`src/rtl/reg_bus_if.sv`:
```
// Handshake and register-bus bundle between the packet engine, reg_bus_master
// and the register-file responders.
interface reg_bus_if;
  // command channel
  logic        cmd_valid;
  logic        cmd_ready;
  logic        cmd_write;
  logic [15:0] cmd_addr;
  logic [7:0]  cmd_count;
  // write-data stream
  logic [31:0] wr_data;
  logic        wr_valid;
  logic        wr_ready;
  // read-data stream
  logic [31:0] rd_data;
  logic        rd_valid;
  logic        rd_ready;
  logic        rd_last;
  // register bus towards the responders
  logic [15:0] reg_raddr;
  logic [15:0] reg_waddr;
  logic [31:0] reg_wdata;
  logic        reg_wen;
  logic [31:0] reg_rdata;
  // status
  logic        busy;
  logic        done;
  logic        error;

  modport master (
    input  cmd_valid, cmd_write, cmd_addr, cmd_count,
    input  wr_data, wr_valid, rd_ready, reg_rdata,
    output cmd_ready, wr_ready, rd_data, rd_valid, rd_last,
    output reg_raddr, reg_waddr, reg_wdata, reg_wen,
    output busy, done, error
  );

  modport slave (
    output cmd_valid, cmd_write, cmd_addr, cmd_count,
    output wr_data, wr_valid, rd_ready, reg_rdata,
    input  cmd_ready, wr_ready, rd_data, rd_valid, rd_last,
    input  reg_raddr, reg_waddr, reg_wdata, reg_wen,
    input  busy, done, error
  );
endinterface

```
`src/rtl/reg_bus_master.sv`:
```
// Register-bus initiator: executes block write / block read commands against
// the board register files. Read data returns through a small credit-managed
// FIFO so the consumer may stall without any data being dropped.
module reg_bus_master #(
  parameter int RD_LATENCY = 2,  // raddr update edge -> rdata sample edge (1..4)
  parameter int FIFO_DEPTH = 4   // power of 2, >= RD_LATENCY+1
) (
  input  logic       sysclk,
  input  logic       reset,
  reg_bus_if.master  bus
);

  localparam int PW = $clog2(FIFO_DEPTH);
  // wide enough to hold outstanding + fifo occupancy without overflow
  localparam int CW = PW + 2;
  localparam logic [CW-1:0] DEPTH_C = CW'(FIFO_DEPTH);

  typedef enum logic [1:0] {IDLE, WRITE, READ, DRAIN} state_t;

  state_t       state_reg;
  logic [15:0]  addr_reg;
  logic [7:0]   count_reg;
  logic [15:0]  raddr_reg;
  logic [15:0]  waddr_reg;
  logic [31:0]  wdata_reg;
  logic         wen_reg;
  logic         busy_reg;
  logic         done_reg;
  logic         error_reg;

  // in-flight reads: one valid bit per cycle of responder latency
  logic [RD_LATENCY-1:0] pipe_valid_reg;
  logic [RD_LATENCY-1:0] pipe_last_reg;

  logic [31:0]           fifo_data [FIFO_DEPTH];
  logic [FIFO_DEPTH-1:0] fifo_last_reg;
  logic [PW-1:0]         wr_ptr_reg;
  logic [PW-1:0]         rd_ptr_reg;
  logic [CW-1:0]         fifo_count_reg;

  logic [CW-1:0] outstanding;
  logic          fifo_nonempty;
  logic          wr_ready_int;
  logic          issue;
  logic          push;
  logic          pop;
  logic          last_pop;

  // count reads still travelling through the responder latency
  always_comb begin
    outstanding = '0;
    for (int i = 0; i < RD_LATENCY; i++) begin
      outstanding = outstanding + CW'(pipe_valid_reg[i]);
    end
  end

  assign fifo_nonempty = (fifo_count_reg != '0);
  // a read is only issued when a FIFO slot is guaranteed for its data
  assign issue         = (state_reg == READ) && ((outstanding + fifo_count_reg) < DEPTH_C);
  assign push          = pipe_valid_reg[RD_LATENCY-1];
  assign pop           = fifo_nonempty && bus.rd_ready;
  assign last_pop      = pop && fifo_last_reg[rd_ptr_reg];
  // count_reg==0 in WRITE is the closing cycle after the final beat
  assign wr_ready_int  = (state_reg == WRITE) && (count_reg != 8'd0);

  // command sequencer with registered bus strobes and status pulses
  always_ff @(posedge sysclk or posedge reset) begin
    if (reset) begin
      state_reg <= IDLE;
      addr_reg  <= '0;
      count_reg <= '0;
      raddr_reg <= '0;
      waddr_reg <= '0;
      wdata_reg <= '0;
      wen_reg   <= 1'b0;
      busy_reg  <= 1'b0;
      done_reg  <= 1'b0;
      error_reg <= 1'b0;
    end else begin
      wen_reg   <= 1'b0;
      done_reg  <= 1'b0;
      error_reg <= 1'b0;
      case (state_reg)
        IDLE: begin
          if (bus.cmd_valid) begin
            addr_reg  <= bus.cmd_addr;
            count_reg <= bus.cmd_count;
            if (bus.cmd_count == 8'd0) begin
              error_reg <= 1'b1;
            end else begin
              busy_reg  <= 1'b1;
              state_reg <= bus.cmd_write ? WRITE : READ;
            end
          end
        end
        WRITE: begin
          if (count_reg == 8'd0) begin
            // final reg_wen is on the bus this cycle; complete next
            done_reg  <= 1'b1;
            busy_reg  <= 1'b0;
            state_reg <= IDLE;
          end else if (bus.wr_valid) begin
            waddr_reg <= addr_reg;
            wdata_reg <= bus.wr_data;
            wen_reg   <= 1'b1;
            addr_reg  <= addr_reg + 16'd1;
            count_reg <= count_reg - 8'd1;
          end
        end
        READ: begin
          if (issue) begin
            raddr_reg <= addr_reg;
            addr_reg  <= addr_reg + 16'd1;
            count_reg <= count_reg - 8'd1;
            if (count_reg == 8'd1) begin
              state_reg <= DRAIN;
            end
          end
        end
        DRAIN: begin
          if (last_pop) begin
            done_reg  <= 1'b1;
            busy_reg  <= 1'b0;
            state_reg <= IDLE;
          end
        end
        default: state_reg <= IDLE;
      endcase
    end
  end

  // shift issued reads through the responder latency, tagging the final one
  always_ff @(posedge sysclk or posedge reset) begin
    if (reset) begin
      pipe_valid_reg <= '0;
      pipe_last_reg  <= '0;
    end else begin
      for (int i = RD_LATENCY - 1; i > 0; i--) begin
        pipe_valid_reg[i] <= pipe_valid_reg[i-1];
        pipe_last_reg[i]  <= pipe_last_reg[i-1];
      end
      pipe_valid_reg[0] <= issue;
      pipe_last_reg[0]  <= issue && (count_reg == 8'd1);
    end
  end

  // FIFO pointers, occupancy and last flags; push and pop may coincide
  always_ff @(posedge sysclk or posedge reset) begin
    if (reset) begin
      wr_ptr_reg     <= '0;
      rd_ptr_reg     <= '0;
      fifo_count_reg <= '0;
      fifo_last_reg  <= '0;
    end else begin
      if (push) begin
        wr_ptr_reg                <= wr_ptr_reg + PW'(1);
        fifo_last_reg[wr_ptr_reg] <= pipe_last_reg[RD_LATENCY-1];
      end
      if (pop) begin
        rd_ptr_reg <= rd_ptr_reg + PW'(1);
      end
      if (push && !pop) begin
        fifo_count_reg <= fifo_count_reg + CW'(1);
      end else if (pop && !push) begin
        fifo_count_reg <= fifo_count_reg - CW'(1);
      end
    end
  end

  // FIFO storage; the head is read combinationally so rd_data is valid with rd_valid
  always_ff @(posedge sysclk) begin
    if (push) begin
      fifo_data[wr_ptr_reg] <= bus.reg_rdata;
    end
  end

  assign bus.cmd_ready = (state_reg == IDLE);
  assign bus.wr_ready  = wr_ready_int;
  assign bus.rd_data   = fifo_data[rd_ptr_reg];
  assign bus.rd_valid  = fifo_nonempty;
  assign bus.rd_last   = fifo_nonempty && fifo_last_reg[rd_ptr_reg];
  assign bus.reg_raddr = raddr_reg;
  assign bus.reg_waddr = waddr_reg;
  assign bus.reg_wdata = wdata_reg;
  assign bus.reg_wen   = wen_reg;
  assign bus.busy      = busy_reg;
  assign bus.done      = done_reg;
  assign bus.error     = error_reg;

endmodule
```
`src/flat_wrapper.sv`:
```
// flat-port wrapper written by rule: the top's interface ports become plain ports
module reg_bus_master_flat 
#(
  parameter int RD_LATENCY = 2,                                                  
  parameter int FIFO_DEPTH = 4                                 
)
  (sysclk, reset, bus_cmd_valid, bus_cmd_write, bus_cmd_addr, bus_cmd_count, bus_wr_data, bus_wr_valid, bus_rd_ready, bus_reg_rdata, bus_cmd_ready, bus_wr_ready, bus_rd_data, bus_rd_valid, bus_rd_last, bus_reg_raddr, bus_reg_waddr, bus_reg_wdata, bus_reg_wen, bus_busy, bus_done, bus_error);
  reg_bus_if bus_i ();
  input  logic sysclk;
  input  logic reset;
  input wire logic [$bits(bus_i.cmd_valid)-1:0] bus_cmd_valid;
  input wire logic [$bits(bus_i.cmd_write)-1:0] bus_cmd_write;
  input wire logic [$bits(bus_i.cmd_addr)-1:0] bus_cmd_addr;
  input wire logic [$bits(bus_i.cmd_count)-1:0] bus_cmd_count;
  input wire logic [$bits(bus_i.wr_data)-1:0] bus_wr_data;
  input wire logic [$bits(bus_i.wr_valid)-1:0] bus_wr_valid;
  input wire logic [$bits(bus_i.rd_ready)-1:0] bus_rd_ready;
  input wire logic [$bits(bus_i.reg_rdata)-1:0] bus_reg_rdata;
  output wire logic [$bits(bus_i.cmd_ready)-1:0] bus_cmd_ready;
  output wire logic [$bits(bus_i.wr_ready)-1:0] bus_wr_ready;
  output wire logic [$bits(bus_i.rd_data)-1:0] bus_rd_data;
  output wire logic [$bits(bus_i.rd_valid)-1:0] bus_rd_valid;
  output wire logic [$bits(bus_i.rd_last)-1:0] bus_rd_last;
  output wire logic [$bits(bus_i.reg_raddr)-1:0] bus_reg_raddr;
  output wire logic [$bits(bus_i.reg_waddr)-1:0] bus_reg_waddr;
  output wire logic [$bits(bus_i.reg_wdata)-1:0] bus_reg_wdata;
  output wire logic [$bits(bus_i.reg_wen)-1:0] bus_reg_wen;
  output wire logic [$bits(bus_i.busy)-1:0] bus_busy;
  output wire logic [$bits(bus_i.done)-1:0] bus_done;
  output wire logic [$bits(bus_i.error)-1:0] bus_error;
  assign bus_i.cmd_valid = bus_cmd_valid;
  assign bus_i.cmd_write = bus_cmd_write;
  assign bus_i.cmd_addr = bus_cmd_addr;
  assign bus_i.cmd_count = bus_cmd_count;
  assign bus_i.wr_data = bus_wr_data;
  assign bus_i.wr_valid = bus_wr_valid;
  assign bus_i.rd_ready = bus_rd_ready;
  assign bus_i.reg_rdata = bus_reg_rdata;
  assign bus_cmd_ready = bus_i.cmd_ready;
  assign bus_wr_ready = bus_i.wr_ready;
  assign bus_rd_data = bus_i.rd_data;
  assign bus_rd_valid = bus_i.rd_valid;
  assign bus_rd_last = bus_i.rd_last;
  assign bus_reg_raddr = bus_i.reg_raddr;
  assign bus_reg_waddr = bus_i.reg_waddr;
  assign bus_reg_wdata = bus_i.reg_wdata;
  assign bus_reg_wen = bus_i.reg_wen;
  assign bus_busy = bus_i.busy;
  assign bus_done = bus_i.done;
  assign bus_error = bus_i.error;
  reg_bus_master #(.RD_LATENCY(RD_LATENCY), .FIFO_DEPTH(FIFO_DEPTH)) u_core (.sysclk(sysclk), .reset(reset), .bus(bus_i));
endmodule
```
`config.mk`:
```
export PLATFORM = sky130hd
export DESIGN_NAME = reg_bus_master_flat
export DESIGN_NICKNAME = d
export VERILOG_FILES = /design/src/rtl/reg_bus_if.sv /design/src/rtl/reg_bus_master.sv /design/src/flat_wrapper.sv
export SDC_FILE = /design/constraint.sdc
export NUM_CORES = 1
export LEC_CHECK = 0
export CORE_ASPECT_RATIO = 0.7
export CORE_UTILIZATION = 35
export CTS_BUF_LIST = sky130_fd_sc_hd__clkbuf_8
export DETAILED_ROUTE_END_ITERATION = 7
export PLACE_DENSITY = 0.63
export RECOVER_POWER = 100
export SLEW_MARGIN = 0
export SYNTH_ARGS = -nofsm -noshare
export SYNTH_HDL_FRONTEND = slang
export SYNTH_SLANG_ARGS = --single-unit
```
`constraint.sdc`:
```
create_clock -name sysclk -period 6.56 [get_ports sysclk]
set_clock_uncertainty 0.05 [all_clocks]
set_input_delay 1.312 -clock sysclk [delete_from_list [all_inputs] [get_ports sysclk]]
set_output_delay 1.312 -clock sysclk [all_outputs]
set_load 0.02 [all_outputs]
```
==> qor.json <==
{
  "run_status": {
    "outcome": "finished with violations",
    "failing_checks": "capacitance limit, slew limit"
  },
  "critical_path": {
    "ff2ff_setup_slack_ns": 2.12,
    "worst_r2r_endpoint": "u_core.bus.reg_wdata[23]",
    "worst-endpoint-required_ns": 5.20,
    "criticalPathCategory": "reg -> out",
    "worstReg2RegStart": "u_core.count_reg[0]",
    "timing.critical_path.cells": "mux4_2 > and2_1 > dlygate4sd3_1",
    "start_kind": "register",
    "critical_path_peak_fanout": 34,
    "worst_ep_arrival_time_ns": 3.16,
    "critical-path-max-stage-delay_ns": 1.35,
    "worst_setup_path_end_kind": "output port",
    "worst_path_max_delay_cell": "sky130_fd_sc_hd__dfrtp_1",
    "timing.reg2reg.worst_path_depth": 7
  },
  "run": {
    "maxCapViolCount": 7
  },
  "routing": {
    "routed_via_density": 4.82,
    "postRouteAntennaNets": 0,
    "detail_route.wl_per_cell_um": 17.2,
    "wl_met2_mm": 8.82,
    "wl_met1_mm": 9.42,
    "routed-wl-met3_mm": 1.95,
    "first_pass_iters": 4,
    "route.vias.total": 5777,
    "finalWirelength_mm": 20.6,
    "drt_first_iter_violations": 215,
    "top_layer_used": "met4",
    "post-route-drc-count": 0
  },
  "clock_network": {
    "worstSkewPairLatency_ns": 0.55,
    "tritoncts.num_buffers": 39,
    "post-cts-setup-buffers": 0,
    "gates_resized_cts_repair": 0,
    "clkTransAtPathRegs_ns": 0.07,
    "clock-sinks": 238,
    "clk_path_buf_depth": 3,
    "cts.htree.levels": 2,
    "cts_tree": "yes",
    "root_buffer": "sky130_fd_sc_hd__clkbuf_8",
    "holdBufCountCts": 0
  },
  "yosys": {
    "dominantRegCellSynth": "sky130_fd_sc_hd__edfxtp_1",
    "yosysTopAreaCell": "sky130_fd_sc_hd__edfxtp_1",
    "post-synth-top-count-cell": "sky130_fd_sc_hd__edfxtp_1",
    "synth.ff_latch_count": 238,
    "synthArstFlopShare_pct": 46.2,
    "post_synth_inst_count": 594,
    "postSynthNetCount": 705,
    "syn-mean-instance-area_um2": 16.2,
    "netlist_area_um2": 9640,
    "synth-warning-count": 0,
    "synth_top_cells_by_count": "sky130_fd_sc_hd__edfxtp_1, sky130_fd_sc_hd__dfrtp_1, sky130_fd_sc_hd__mux2_2, sky130_fd_sc_hd__mux4_2, sky130_fd_sc_hd__a21oi_1",
    "yosys.area.top_type_share_pct": 39.9,
    "number_of_flops_mapped_to_enable_cells_by_yosys": 128,
    "synth.area.top_cells": "sky130_fd_sc_hd__edfxtp_1, sky130_fd_sc_hd__dfrtp_1, sky130_fd_sc_hd__mux2_2",
    "yosysSeqAreaShare_pct": 68.4,
    "ys_types": 45
  },
  "sta": {
    "timing_worst_slew_pin_value_ns": 3.57,
    "finalHoldViolations": 0,
    "finalSetupTns_ns": 0,
    "finalMaxSlewViolations": 303,
    "max_slew_margin_pct": -139,
    "finalCriticalPeriod_ns": 4.52,
    "rsz_0062_raised_after_global_routing": "false",
    "fmaxAchievable_mhz": 221,
    "period_share_pct": 69.0,
    "final-setup-viol-count": 0
  },
  "hold_path": {
    "hold_path_depth": 0,
    "min_delay_path_class": "reg -> reg",
    "hold_sp": "u_core.pipe_last_reg[0]",
    "sink_of_the_worst_hold_path": "u_core.pipe_last_reg[1]"
  },
  "die": {
    "fp.dieW_um": 200,
    "core_um2": 26900,
    "die_height_um": 141,
    "fp.dieArea_um2": 28200,
    "io_pins": 198,
    "placementRows": 50,
    "floorplan.initialDensity_pct": 35.8
  },
  "global_routing": {
    "first_global_vias": 6026,
    "grt_start_max_net_pins": 82,
    "groute.usage.overall_pct": 15.0,
    "first_pass_grt_wire_length_mm": 33.2,
    "antenna_violations_before_repair": 0,
    "grt.overflow.total": 0
  },
  "final_layout": {
    "final_core_utilization_pct": 47.1,
    "post_route_cells_drive_above_1_share_pct": 19.3,
    "layout-area-overhead-vs-synth_pct": 31.4,
    "nNetsFinal": 917,
    "flip_flop_count_of_the_largest_register_all_copies_and_words_added": 128,
    "largest-register": "u_core.fifo_data"
  },
  "power_and_ir_drop": {
    "power_per_cell_area_nw_per_um2": 224,
    "p_leak_nw": 5.20,
    "peak_ir_drop_on_the_vdd_network_mv": 0.139
  },
  "placed_design": {
    "place_congestion": 0.768,
    "hpwl_mm": 13.1,
    "io_buffer_count": 197
  }
}
-- final cells by class --
| cell class | count | area (um2) |
|---|---|---|
| Inverter | 13 | 50.0 |
| Multi-Input combinational cell | 313 | 2860 |
| Clock buffer | 43 | 592 |
| Fill cell | 2400 | 14200 |
| Clock inverter | 26 | 120 |
| Timing Repair Buffer | 201 | 1990 |
| Tap cell | 364 | 455 |
| Sequential cell | 238 | 6600 |
| Antenna cell | 1 | 2.50 |
-- worst max path at each step --
| stage | endpoint | from |
|---|---|---|
| floorplan | u_core.addr_reg[0] | reset |
| global placement | bus_rd_data[2] | u_core.rd_ptr_reg[0] |
| detailed placement | bus_rd_data[29] | u_core.rd_ptr_reg[0] |
| CTS | bus_rd_data[29] | u_core.rd_ptr_reg[0] |
| global route | u_core.rd_ptr_reg[0] | reset |
| finish | bus_rd_last | u_core.rd_ptr_reg[1] |
-- per-stage QoR --
stage          total power, W  setup WS [ns]  hold WS (ns)  area [um2]  instances
2_1_floorplan         0.00162           2.30         0.281        9640        594
3_3_place_gp          0.00169           3.05         0.288       12000       1129
3_5_place_dp          0.00169           3.04         0.304       12000       1129
4_1_cts               0.00290           2.43         0.312       12700       1198
5_1_grt               0.00297           1.61         0.319       12700       1198
6_report              0.00284           2.04         0.312       12700       1199
-- cells by family after synthesis --
family	synth area share, %
muxes	16.3
DFF	68.4
AOI/OAI and AO/OA	4.90
buffers and inverters	1.80
xor gates and xnor gates	0.636
and+or+nand+nor	5.64
adders and majority gates	2.28
-- routing by layer --
layer | global-route usage [%] | up-vias
met3 | 6.68 | 40
li1 | - | 2688
met1 | 19.9 | 2865
met2 | 22.1 | 184
met4 | 4.82 | 0
met5 | 0 | -
-- cells in the final DEF (no fill, tap or decap), types with 5 or more instances in the layout --
master / n
sky130_fd_sc_hd__ha_1: 15
sky130_fd_sc_hd__nand3_1: 23
sky130_fd_sc_hd__nand2b_1: 7
sky130_fd_sc_hd__mux4_2: 33
sky130_fd_sc_hd__nand2_1: 25
sky130_fd_sc_hd__dfrtp_1: 109
sky130_fd_sc_hd__a2bb2oi_1: 7
sky130_fd_sc_hd__o21ai_0: 28
sky130_fd_sc_hd__clkdlybuf4s50_1: 59
sky130_fd_sc_hd__mux2_2: 70
sky130_fd_sc_hd__nor2b_1: 5
sky130_fd_sc_hd__clkinv_1: 8
sky130_fd_sc_hd__dlygate4sd3_1: 138
sky130_fd_sc_hd__inv_1: 23
sky130_fd_sc_hd__nor2_1: 12
sky130_fd_sc_hd__and2_0: 5
sky130_fd_sc_hd__a21oi_1: 31
sky130_fd_sc_hd__nand4_1: 5
sky130_fd_sc_hd__clkbuf_8: 43
sky130_fd_sc_hd__xnor2_1: 5
sky130_fd_sc_hd__edfxtp_1: 128
-- worst max-delay path, delay by kind of cell, from the launching register on --
| family | cells | cell delay (ns) |
|---|---|---|
| buffers and inverters | 1 | 0.64 |
| DFF | 1 | 1.35 |
| muxes | 1 | 0.45 |
| and+or+nand+nor | 1 | 0.18 |
-- power by group --
part,switching [W],internal (W)
clock,0.000580,0.000605
combinational,0.0000326,0.0000473
sequential,0,0.00158
total,0.000613,0.00223
(Power assumes the default switching activity.)
